### config.mk
export PLATFORM = sky130hd
export DESIGN_NAME = inst_fetch_unit
export DESIGN_NICKNAME = d
export VERILOG_FILES = /design/src/rtl/inst_fetch_unit_pkg.sv /design/src/rtl/inst_fetch_unit_inst_queue.sv /design/src/rtl/inst_fetch_unit.sv
export SDC_FILE = /design/constraint.sdc
export NUM_CORES = 1
export LEC_CHECK = 0
export ABC_AREA = 1
export CELL_PAD_IN_SITES_DETAIL_PLACEMENT = 1
export CELL_PAD_IN_SITES_GLOBAL_PLACEMENT = 2
export CORE_MARGIN = 5
export CORE_UTILIZATION = 35
export DETAILED_ROUTE_END_ITERATION = 10
export GPL_TIMING_DRIVEN = 0
export MAX_ROUTING_LAYER = met4
export PLACE_DENSITY_LB_ADDON = 0.1
export SETUP_SLACK_MARGIN = 0.3
export SLEW_MARGIN = 40
export SYNTH_ARGS = -nofsm -noshare
export SYNTH_HDL_FRONTEND = slang
export SYNTH_SLANG_ARGS = --single-unit
### constraint.sdc
create_clock -name clk_in -period 10.6 [get_ports clk_in]
set_clock_uncertainty 0.1 [all_clocks]
set_input_delay 2.12 -clock clk_in [delete_from_list [all_inputs] [get_ports clk_in]]
set_output_delay 2.12 -clock clk_in [all_outputs]
set_load 0.01 [all_outputs]
### src/rtl/inst_fetch_unit_pkg.sv
// inst_fetch_unit_pkg: opcode constants, queue depth default and queue entry layout
package inst_fetch_unit_pkg;
  localparam int IQ_BIT_DEF = 2;
  localparam logic [6:0] OPC_JAL = 7'b1101111;
  localparam logic [6:0] OPC_BRANCH = 7'b1100011;
  localparam logic [6:0] OPC_JALR = 7'b1100111;
  typedef struct packed {
    logic [31:0] inst;
    logic [31:0] pc;
    logic        pred_taken;
    logic [31:0] pred_pc;
  } iq_entry_t;
endpackage

### src/rtl/inst_fetch_unit_inst_queue.sv
// inst_queue: circular FIFO with push/pop/flush, occupancy count and head-entry output
module inst_queue #(
  parameter int IQ_BIT = 2,
  parameter int W = 97
) (
  input  logic              clk_in,
  input  logic              rst_in,
  input  logic              push,
  input  logic              pop,
  input  logic              flush,
  input  logic [W-1:0]      din,
  output logic [W-1:0]      dout,
  output logic [IQ_BIT:0]   count
);
  logic [W-1:0] mem_q [1<<IQ_BIT];
  logic [IQ_BIT-1:0] head_q, head_d, tail_q, tail_d;
  logic [IQ_BIT:0] count_q, count_d;
  always_comb begin
    head_d = flush ? '0 : head_q + IQ_BIT'(pop);
    tail_d = flush ? '0 : tail_q + IQ_BIT'(push);
    count_d = flush ? '0 : count_q + (IQ_BIT+1)'(push) - (IQ_BIT+1)'(pop);
    dout = mem_q[head_q];
    count = count_q;
  end
  always_ff @(posedge clk_in) begin
    if (rst_in) begin
      head_q <= '0;
      tail_q <= '0;
      count_q <= '0;
    end else begin
      head_q <= head_d;
      tail_q <= tail_d;
      count_q <= count_d;
    end
  end
  always_ff @(posedge clk_in) begin
    if (push && !flush && !rst_in) mem_q[tail_q] <= din;
  end
endmodule

### src/rtl/inst_fetch_unit.sv
// inst_fetch_unit: fetch PC owner with static prediction feeding a small instruction queue
module inst_fetch_unit
  import inst_fetch_unit_pkg::*;
#(
  parameter int IQ_BIT = IQ_BIT_DEF,
  parameter logic [31:0] RESET_PC = 32'h0
) (
  input  logic        clk_in,
  input  logic        rst_in,
  input  logic        rdy_in,
  output logic [31:0] pc,
  output logic        inst_req,
  input  logic        inst_ready,
  input  logic [31:0] inst_res,
  input  logic        clear,
  input  logic [31:0] clear_pc,
  output logic        out_valid,
  output logic [31:0] out_inst,
  output logic [31:0] out_pc,
  output logic        out_pred_taken,
  output logic [31:0] out_pred_pc,
  input  logic        out_ready
);
  logic [31:0] pc_q, pc_d, imm_j, imm_b, pred_pc;
  logic [6:0] opc;
  logic pred_taken, full, fetch, pop, flush;
  logic [IQ_BIT:0] count;
  iq_entry_t head, entry;
  always_comb begin
    opc = inst_res[6:0];
    imm_j = {{12{inst_res[31]}}, inst_res[19:12], inst_res[20], inst_res[30:21], 1'b0};
    imm_b = {{20{inst_res[31]}}, inst_res[7], inst_res[30:25], inst_res[11:8], 1'b0};
    pred_taken = opc == OPC_JAL || (opc == OPC_BRANCH && inst_res[31]);
    pred_pc = opc == OPC_JALR ? pc_q + 32'd4 :
              opc == OPC_JAL ? pc_q + imm_j :
              pred_taken ? pc_q + imm_b : pc_q + 32'd4;
    entry = '{inst: inst_res, pc: pc_q, pred_taken: pred_taken, pred_pc: pred_pc};
    full = count == (IQ_BIT+1)'(1 << IQ_BIT);
    out_valid = count != '0;
    inst_req = !rst_in && rdy_in && !clear && !full;
    fetch = inst_req && inst_ready;
    flush = rdy_in && clear;
    pop = rdy_in && !clear && out_valid && out_ready;
    pc_d = flush ? clear_pc : fetch ? pred_pc : pc_q;
    pc = pc_q;
    out_inst = head.inst;
    out_pc = head.pc;
    out_pred_taken = head.pred_taken;
    out_pred_pc = head.pred_pc;
  end
  always_ff @(posedge clk_in) begin
    if (rst_in) pc_q <= RESET_PC;
    else pc_q <= pc_d;
  end
  inst_queue #(.IQ_BIT(IQ_BIT), .W($bits(iq_entry_t))) u_iq (
    .clk_in(clk_in),
    .rst_in(rst_in),
    .push(fetch),
    .pop(pop),
    .flush(flush),
    .din(entry),
    .dout(head),
    .count(count)
  );
endmodule

Word-level counts from Yosys, hierarchy flattened --
Memory sizes are Yosys's and may differ from the RTL's. A register that Yosys moved wholly into a read port is not among the register bits. Index checks and enable logic that the tools add are counted.
Word-level totals: bits in registers 39, memory bits (writable) 388, output and inout bits 131, memories kept 1
Cells by class: $add $sub $neg 7, equality and inequality tests 4, muxes and demuxes 8, reduce and logical (&&, ||, !) cells 19
Memories:
- u_iq.mem_q | depth 4, bits a word 97, rd ports 1, clocked after Yosys merged registers in 1, write ports 1, RTL line inst_fetch_unit_inst_queue.sv:15 | logic [W-1:0] mem_q [1<<IQ_BIT];
Operator list (number):
- 2-to-1 mux 32 bit | 5
- adder 32 bit | 2
- adder 32 x 3 -> 32 bit (second input constant) | 1
- == test 7 bit (second input constant) | 3
- logical AND 1 bit | 11
- adder 2 x 1 -> 2 bit | 2
- zero test 1 bit | 4
- adder 3 x 1 -> 3 bit | 1
- == test 3 bit (second input constant) | 1
- nonzero test 3 bit | 1
- subtractor 3 x 1 -> 3 bit | 1
- 2-to-1 mux 1 bit | 2
- 2-to-1 mux 2 bit | 1
- nonzero test 2 bit | 1
- OR reduction 2 bit | 1
- logical OR 1 bit | 1

Logic depth before layout (Yosys ltp) --
Gate-level depths: netlist of run 1.
depth in word-level cells 9, mapped depth 18, mapped depth without buffers 18

Hierarchy --
A second synthesis of run 1 with hierarchy kept.
Second synthesis, totals: cell total of the unflattened synthesis 2415, area, all modules 22537.9 um2
By module, submodules not included:
- inst_queue | times used 1, cells each 1175, area each 16015.4 um2, seq. area each 11791.3 um2
- inst_fetch_unit | times used 1, cells each 1240, area each 6522.5 um2, seq. area each 640.6 um2

Least setup slack after synthesis of run 1 --
OpenSTA, ideal clock, no wires.
kind input port to flip-flop, start input port rdy_in, end memory u_iq.mem_q[0][10], enable pin, library setup time 0.669 ns, arrival time 9.250 ns, required time 9.831 ns, setup slack 0.581 ns, cell stages on the path 6, buffers on the path 0, cells stage by stage inv_1 -> nor2_1 -> nand2_1 -> a21oi_1 -> nand2_1 -> nor3_1
Between the ends: word-level cells in the longest chain between the ends 8, elaborated cells between the ends (all ways) 10, classes of those cells mux: 2; reduce/logical: 8
RTL lines:
- start, declared | RTL line inst_fetch_unit.sv:10 | input logic rdy_in,
- logical AND 1 bit (3 in a row) | RTL line inst_fetch_unit.sv:40 | inst_req = !rst_in && rdy_in && !clear && !full;
- named net inst_req | RTL line inst_fetch_unit.sv:12 | output logic inst_req,
- logical AND 1 bit | RTL line inst_fetch_unit.sv:41 | fetch = inst_req && inst_ready;
- logical AND 1 bit (2 in a row) | RTL line inst_fetch_unit_inst_queue.sv:37 | if (push && !flush && !rst_in) mem_q[tail_q] <= din;
- 2-to-1 mux 1 bit | RTL line inst_fetch_unit_inst_queue.sv:37
- 2-to-1 mux 1 bit (not written as such) | RTL line inst_fetch_unit_inst_queue.sv:37
- end, declared | RTL line inst_fetch_unit_inst_queue.sv:15
The timed path passes the listed nets, and every way through them passes these cells.

==> metrics.md, run 1 <==
| Metric | Value |
|---|---|
| Static Leak | 10.1 nW |
| Syn Std Cell Area | 21000 sq um |
| Slew @ Worst Pin | 0.821 ns |
| RSZ-0062 raised after global routing | false |
| Post-Place Worst Slack | 4.65 ns |
| Max VDD drop | 0.109 mV |
| Hold path start | u_iq.count[2] |
| Initial Util | 0.354 |
| Worst-Skew Late Latency | 0.59 ns |
| Fin. Hold Viols | 0 |
| Crit path cell chain | clkbuf_1 -> inv_1 -> clkbuf_1 -> clkbuf_1 -> o21ai_0 -> o22ai_1 -> clkdlybuf4s50_1 |
| Final instance area | 25900 sq um |
| Synth Warn # | 0 |
| Total track usage | 0.255 |
| Die extent in x | 255 um |
| Pwr Density | 144 nW/um^2 |
| Crit Reg-Reg Endpoint | u_iq.mem_q[2][31] |
| Most Frequent Cell on Critical Path | clkbuf_1 |
| Min setup slack post-route | 4.45 ns |
| Crit path time final | 6.15 ns |
| Root Buffer | clkbuf_16 |
| Dpl cell area | 24500 sq um |
| Worst Setup SP | u_iq.head_q[0] |
| Flops & latches, synth | 423 |
| Core area | 59200 sq um |
| Max Clk Rate | 163 MHz |
| Status | completed |
| Dominant cells by area after synthesis | edfxtp_1, nand2_1, o21ai_0 |
| Final setup violation count | 0 |
| CTS tree | done |
| Mean area per synthesized cell | 9.46 sq um |
| Top cell type by total area after synthesis | edfxtp_1 |
| Worst Hold Depth | 2 |
| Wire per inst | 24.6 um |
| Drt total wl | 82400 um |
| Synth Flop Type | edfxtp_1 |
| Crit start category | flip-flop |
| Mapped Nets | 2338 |
| Initial DRC count | 1201 |
| Post-CTS Resized | 0 |
| Setup bufs post-CTS | 0 |
| CP Class | flip-flop to primary output |
| Register area share after synthesis | 0.587 |
| Final net count | 2662 |
| Reg clk slew, reported paths | 0.06 ns |
| Pins Over Slew Limit | 0 |
| Post-synth EDFFs | 384 |
| HPWL after DPL | 65300 um |
| CTS Hold Buffers Added | 0 |
| DR pass1 iterations | 5 |
| First-pass GRT wire length | 119000 um |
| GRT Residual Overflow | 0 |
| R2R Setup Slk | 7.16 ns |
| Io pins | 201 |
| CP Capture Type | primary output |
| CTS Buf Count | 45 |
| Worst R2R Path Depth | 13 |
| Slowest library cell on the worst path | clkbuf_1 |
| Async S/R FF share, synth | 0 |
| Initial antenna violation count | 2 |
| RePlAce Congestion | 0.882 |
| Final ANT Viol Nets | 0 |
| Via density | 5.28 |
| CP Data Arrival Time | 3.93 ns |
| Area grow syn2layout | 23.6% |
| RR Startpoint | pc[1] |
| Clock tree buffer depth | 3 |
| Final hold slack | 0.408 ns |
| Largest net degree at the start of global routing | 18 |
| CP Capture Point | out_pred_pc[13] |
| Synth Instances | 2217 |
| Final period util | 0.580 |
| Area of the die | 64900 sq um |
| Share of cells above drive strength 1 | 0.0900 |
| Port-buffer cells | 200 |
| Drt drc | 0 |
| Max-Cap Viols | 0 |
| Clock Sinks | 423 |
| Hold crit path type | flip-flop to flip-flop |
| H-Tree Depth | 2 |
| Vias in the first global route | 18218 |
| Worst Path Max Fanout | 10 |
| Site row count | 89 |
| Height of the die | 255 um |
| Critical path's largest stage delay | 0.64 ns |
| Top cell type's share of synthesized area | 0.550 |
| Max-Slew Margin vs Limit | 0.452 |
| Post-synthesis cell type count | 48 |
| Req. time, crit path | 8.38 ns |
| Via count | 17686 |
==> synth_stat cells, types with 20 or more instances <==
master and count:
nor3_1 20, dfxtp_1 39, inv_1 186, clkbuf_1 72, o22ai_1 97, a21oi_1 73
nand3_1 125, nor2_1 301, ha_1 48, edfxtp_1 384, o21ai_0 227, nand2_1 454
xor2_1 27
==> cell type report <==
cell class                 instances  area [sq um]
fill                            6761         33300
sequential                       423         12300
multi-input combinational       1503          7570
timing repair buffer             277          2540
clock buffer                      55          1180
tap                              773           967
inverter                         203           764
buffer                            88           362
clock inverter                    28           236
antenna                            1          2.50
==> logic make-up after synthesis <==
kind of cell	count (synthesis)	share of synthesized area
flip-flops	423	0.587
buffers and inverters	291	0.0536
AND/OR/NAND/NOR	973	0.197
AO/OA/AOI/OAI	445	0.117
adder cells (fa/ha/maj)	51	0.0315
XOR/XNOR	34	0.0142
==> stage by stage <==
stage	TNS, ns	instances	utilization	power (mW)
finish	0	3351	0.438	3.72
global route	0	3350	0.438	3.87
CTS	0	3350	0.438	3.75
detailed placement	0	3267	0.414	2.24
global placement	-2305.70	3190	0.404	2.23
floorplan	0	2217	-	2.06
==> worst min-delay path by stage <==
stage	slack (ns)	to
CTS	0.41	u_iq.count[2]
finish	0.41	u_iq.count[2]
global placement	0.38	u_iq.count[2]
floorplan	0.37	u_iq.count[2]
global route	0.43	u_iq.count[2]
detailed placement	0.40	u_iq.count[2]
==> metal layers <==
layer	GRT usage	vias to the layer above	wire length, um
met5	-	-	0
met4	0.0717	0	2410
met3	0.0265	96	3720
met2	0.420	426	39500
met1	0.340	8864	36800
li1	-	8300	-
==> state kept, by name, indices dropped and copies added (netlist names) <==
name / flops
u_iq.mem_q: 384
pc: 32
u_iq.head_q: 2
u_iq.count: 3
u_iq.tail_q: 2
==> report_power, final <==
group / switching (mW) / leakage [nW] / internal [mW]
clock network: 0.666 / 0.702 / 0.852
logic: 0.221 / 5.57 / 0.120
registers: 0.0318 / 3.87 / 1.83
total: 0.918 / 10.1 / 2.81
==> layout by cell type (no fill, tap or decap), drive strengths merged, types with 2 or more instances in the layout <==
master / synthesis / final
inv: 200 / 203
xor2: 27 / 27
bufinv: 0 / 2
xnor2: 7 / 7
dfxtp: 39 / 39
o21ai: 237 / 237
clkinv: 3 / 26
nand3b: 4 / 4
buf: 16 / 94
a31oi: 11 / 11
nor2: 312 / 312
o21bai: 13 / 13
o22ai: 97 / 97
nand2: 476 / 476
nand3: 129 / 129
clkdlybuf4s50: 0 / 199
or2: 5 / 5
clkbuf: 72 / 127
fa: 3 / 3
o211ai: 4 / 4
and2: 4 / 4
and3: 3 / 3
nand4: 16 / 16
ha: 48 / 48
edfxtp: 384 / 384
a21oi: 80 / 80
nor3: 24 / 24
==> critical path, delay by kind of cell, from the launching register on <==
family,cells,cell delay [ns]
buf+inv,5,2.40
compound gates,2,0.58
flops,1,0.37
Power figures use the tool's default switching activity.
==> run 2: changes to the inputs <==
Clock period 10.6 ns to 6.3 ns, I/O delays scaled along.
==> metrics.md, run 2 (same netlist as run 1, synthesis figures left out) <==
| Metric | Value |
|---|---|
| Crit-path leading delay family | buffers and inverters |
| Wire per inst | 24.9 um (+1.2%) |
| Drt drc | 0 (unchanged) |
| Site row count | 89 (unchanged) |
| Max-Cap Viols | 0 (unchanged) |
| Via count | 17603 (-0.47%) |
| Filler Cells Inserted | 6730 (-0.46%) |
| Antenna diodes | 0 (-1) |
| Worst Path Max Fanout | 10 (unchanged) |
| Comb pwr share | 0.089 (-0.003) |
| Status | completed |
| Setup bufs post-CTS | 0 (unchanged) |
| Initial antenna violation count | 2 (unchanged) |
| Clock network power share | 0.429 (+0.021) |
| Die extent in x | 255 um (unchanged) |
| Hold path start | u_iq.count[2] |
| Top reg by flops | u_iq.mem_q |
| CTS Hold Buffers Added | 0 (unchanged) |
| RR Startpoint | pc[1] |
| Io pins | 201 (unchanged) |
| Int Pwr | 4.96 mW (+77%) |
| RePlAce Congestion | 0.878 (-0.45%) |
| RSZ-0062 raised after global routing | false |
| Commonest non-fill, non-tap cell in the layout | nand2_1 |
| First-pass GRT wire length | 120000 um (+0.95%) |
| Share of cells above drive strength 1 | 0.0801 (-0.00990) |
| Area of the die | 64900 sq um (unchanged) |
| Crit start category | flip-flop |
| Hold crit path type | flip-flop to flip-flop |
| Via density | 5.30 (+0.49%) |
| CP Capture Type | primary output |
| Worst-Skew Late Latency | 0.58 ns (about the same) |
| Fin. Hold Viols | 0 (unchanged) |
| Clock tree buffer depth | 3 (unchanged) |
| Pwr Density | 249 nW/um^2 (+74%) |
| Area of the multi-input gates | 7590 sq um (+0.26%) |
| Worst R2R Path Depth | 15 (+2) |
| GRT Residual Overflow | 0 (unchanged) |
| Most Frequent Cell on Critical Path | clkbuf_1 |
| Clock Sinks | 423 (unchanged) |
| Final instance area | 26100 sq um (+0.57%) |
| Port-buffer cells | 200 (unchanged) |
| Register area | 12300 sq um (unchanged) |
| Count of cell instances traversed by the critical path | 7 (unchanged) |
| CP Data Arrival Time | 3.83 ns (-0.10 ns) |
| Crit path cell chain | clkbuf_1 -> inv_1 -> clkbuf_1 -> clkbuf_1 -> o21ai_0 -> o22ai_1 -> clkdlybuf4s50_1 |
| Total track usage | 0.257 (+0.00205) |
| Root Buffer | clkbuf_16 |
| Worst Hold Depth | 2 (unchanged) |
| CP Class | flip-flop to primary output |
| Max VDD drop | 0.214 mV (+95%) |
| Hold endpoint | u_iq.count[2] |
| Largest net degree at the start of global routing | 17 (-1) |
| Initial Util | 0.354 (unchanged) |
| Static Leak | 10.1 nW (-0.70%) |
| Worst Setup SP | u_iq.head_q[0] |
| Final ANT Viol Nets | 0 (unchanged) |
| Sw Ratio | 0.238 (-0.00903) |
| Max Clk Rate | 192 MHz |
| Pins Over Slew Limit | 0 (unchanged) |
| Crit path buf inv count | 5 (unchanged) |
| Critical path's largest stage delay | 0.63 ns (about the same) |
| CTS tree | done |
| Post-CTS Resized | 0 (unchanged) |
| HPWL after DPL | 64700 um (-0.79%) |
| Dpl cell area | 24500 sq um (about the same) |
| Height of the die | 255 um (unchanged) |
| Req. time, crit path | 4.94 ns (-3.44 ns) |
| Most frequent cells in the layout | nand2_1, edfxtp_1, nor2_1, o21ai_0, clkdlybuf4s50_1 |
| Final setup violation count | 0 (unchanged) |
| DR pass1 iterations | 5 (unchanged) |
| Drt total wl | 82600 um (+0.20%) |
| R2R Setup Slk | 2.92 ns (-4.24 ns) |
| Min setup slack post-route | 1.11 ns (-3.35 ns) |
| Vias in the first global route | 18180 (-0.21%) |
| Initial DRC count | 1132 (-5.7%) |
| Slew @ Worst Pin | 0.839 ns (+0.0176 ns) |
| Final period util | 0.825 |
| Crit Reg-Reg Endpoint | pc[17] |
| Switch Pwr | 1.55 mW (+68%) |
| Area grow syn2layout | 24.4% |
| Slowest library cell on the worst path | clkbuf_1 |
| Max FFs per register | 384 (unchanged) |
| Core area | 59200 sq um (unchanged) |
| Max-Slew Margin vs Limit | 0.441 (-0.0117) |
| H-Tree Depth | 2 (unchanged) |
| Final net count | 2630 (-1.2%) |
| Post-Place Worst Slack | 1.46 ns (-3.19 ns) |
| Sequential Power Share | 0.482 (-0.019) |
| Crit path time final | 5.19 ns |
| CTS Buf Count | 45 (unchanged) |
| Reg clk slew, reported paths | 0.06 ns (about the same) |
-- run 2: cell count changes in the layout (fill, tap and decap cells not counted), moves of 2 or more --
cell        change
buf_8           +6
buf_4          -47
buf_6          +33
clkinv_2        -2
bufinv_16       +5
buf_2          -24
nor3_2          -5
nor3_4          +4
clkinv_1        -6
clkbuf_1        +2
inv_6           -2
clkinvlp_4      +2
-- run 2: area by class of cell --
cell class                 instances  share of cell area
inverter                         203              0.0293
buffer                            88              0.0139
multi-input combinational       1503               0.291
sequential                       423               0.472
timing repair buffer             245              0.0970
tap                              773              0.0371
clock inverter                    25              0.0128
clock buffer                      59              0.0471
-- run 2: layer usage --
layer,part of all wire,global-route usage,wire length [um],vias up
li1,-,-,-,8241
met1,0.45,0.345,37300,8870
met2,0.49,0.430,40100,408
met3,0.044,0.0258,3640,84
met4,0.020,0.0536,1610,0
met5,0,-,0,-
-- run 2: how the worst max path moves through the flow --
stage                         to  slack [ns]
2_1_floorplan  u_iq.mem_q[2][10]        0.05
3_3_place_gp   u_iq.mem_q[3][93]       -4.10
3_5_place_dp   u_iq.mem_q[2][94]        1.46
4_1_cts          out_pred_pc[13]        1.07
5_1_grt          out_pred_pc[13]        0.96
6_report         out_pred_pc[13]        1.11
-- run 2: power groups by stage --
stage               Clock, mW  Sequential [mW]  Combinational [mW]
floorplan                   0             3.17               0.295
global placement            0             3.20               0.559
detailed placement          0             3.20               0.575
CTS                      2.84             3.14               0.578
global route             2.96             3.14               0.628
finish                   2.80             3.14               0.576
-- run 2: tightest hold or removal path, cell delays in order, from the launching register on --
cell     delay (ns)
dfxtp_1        0.33
nand2_1        0.07
a21oi_1        0.06
-- run 2: through the flow --
stage | utilization | instances | total power [mW] | hold slack, ns | TNS [ns]
2_1_floorplan | - | 2217 | 3.47 | 0.365 | 0
3_3_place_gp | 0.405 | 3190 | 3.76 | 0.380 | -1511.26
3_5_place_dp | 0.414 | 3235 | 3.77 | 0.406 | 0
4_1_cts | 0.440 | 3319 | 6.56 | 0.415 | 0
5_1_grt | 0.440 | 3319 | 6.73 | 0.466 | 0
6_report | 0.440 | 3319 | 6.51 | 0.415 | 0
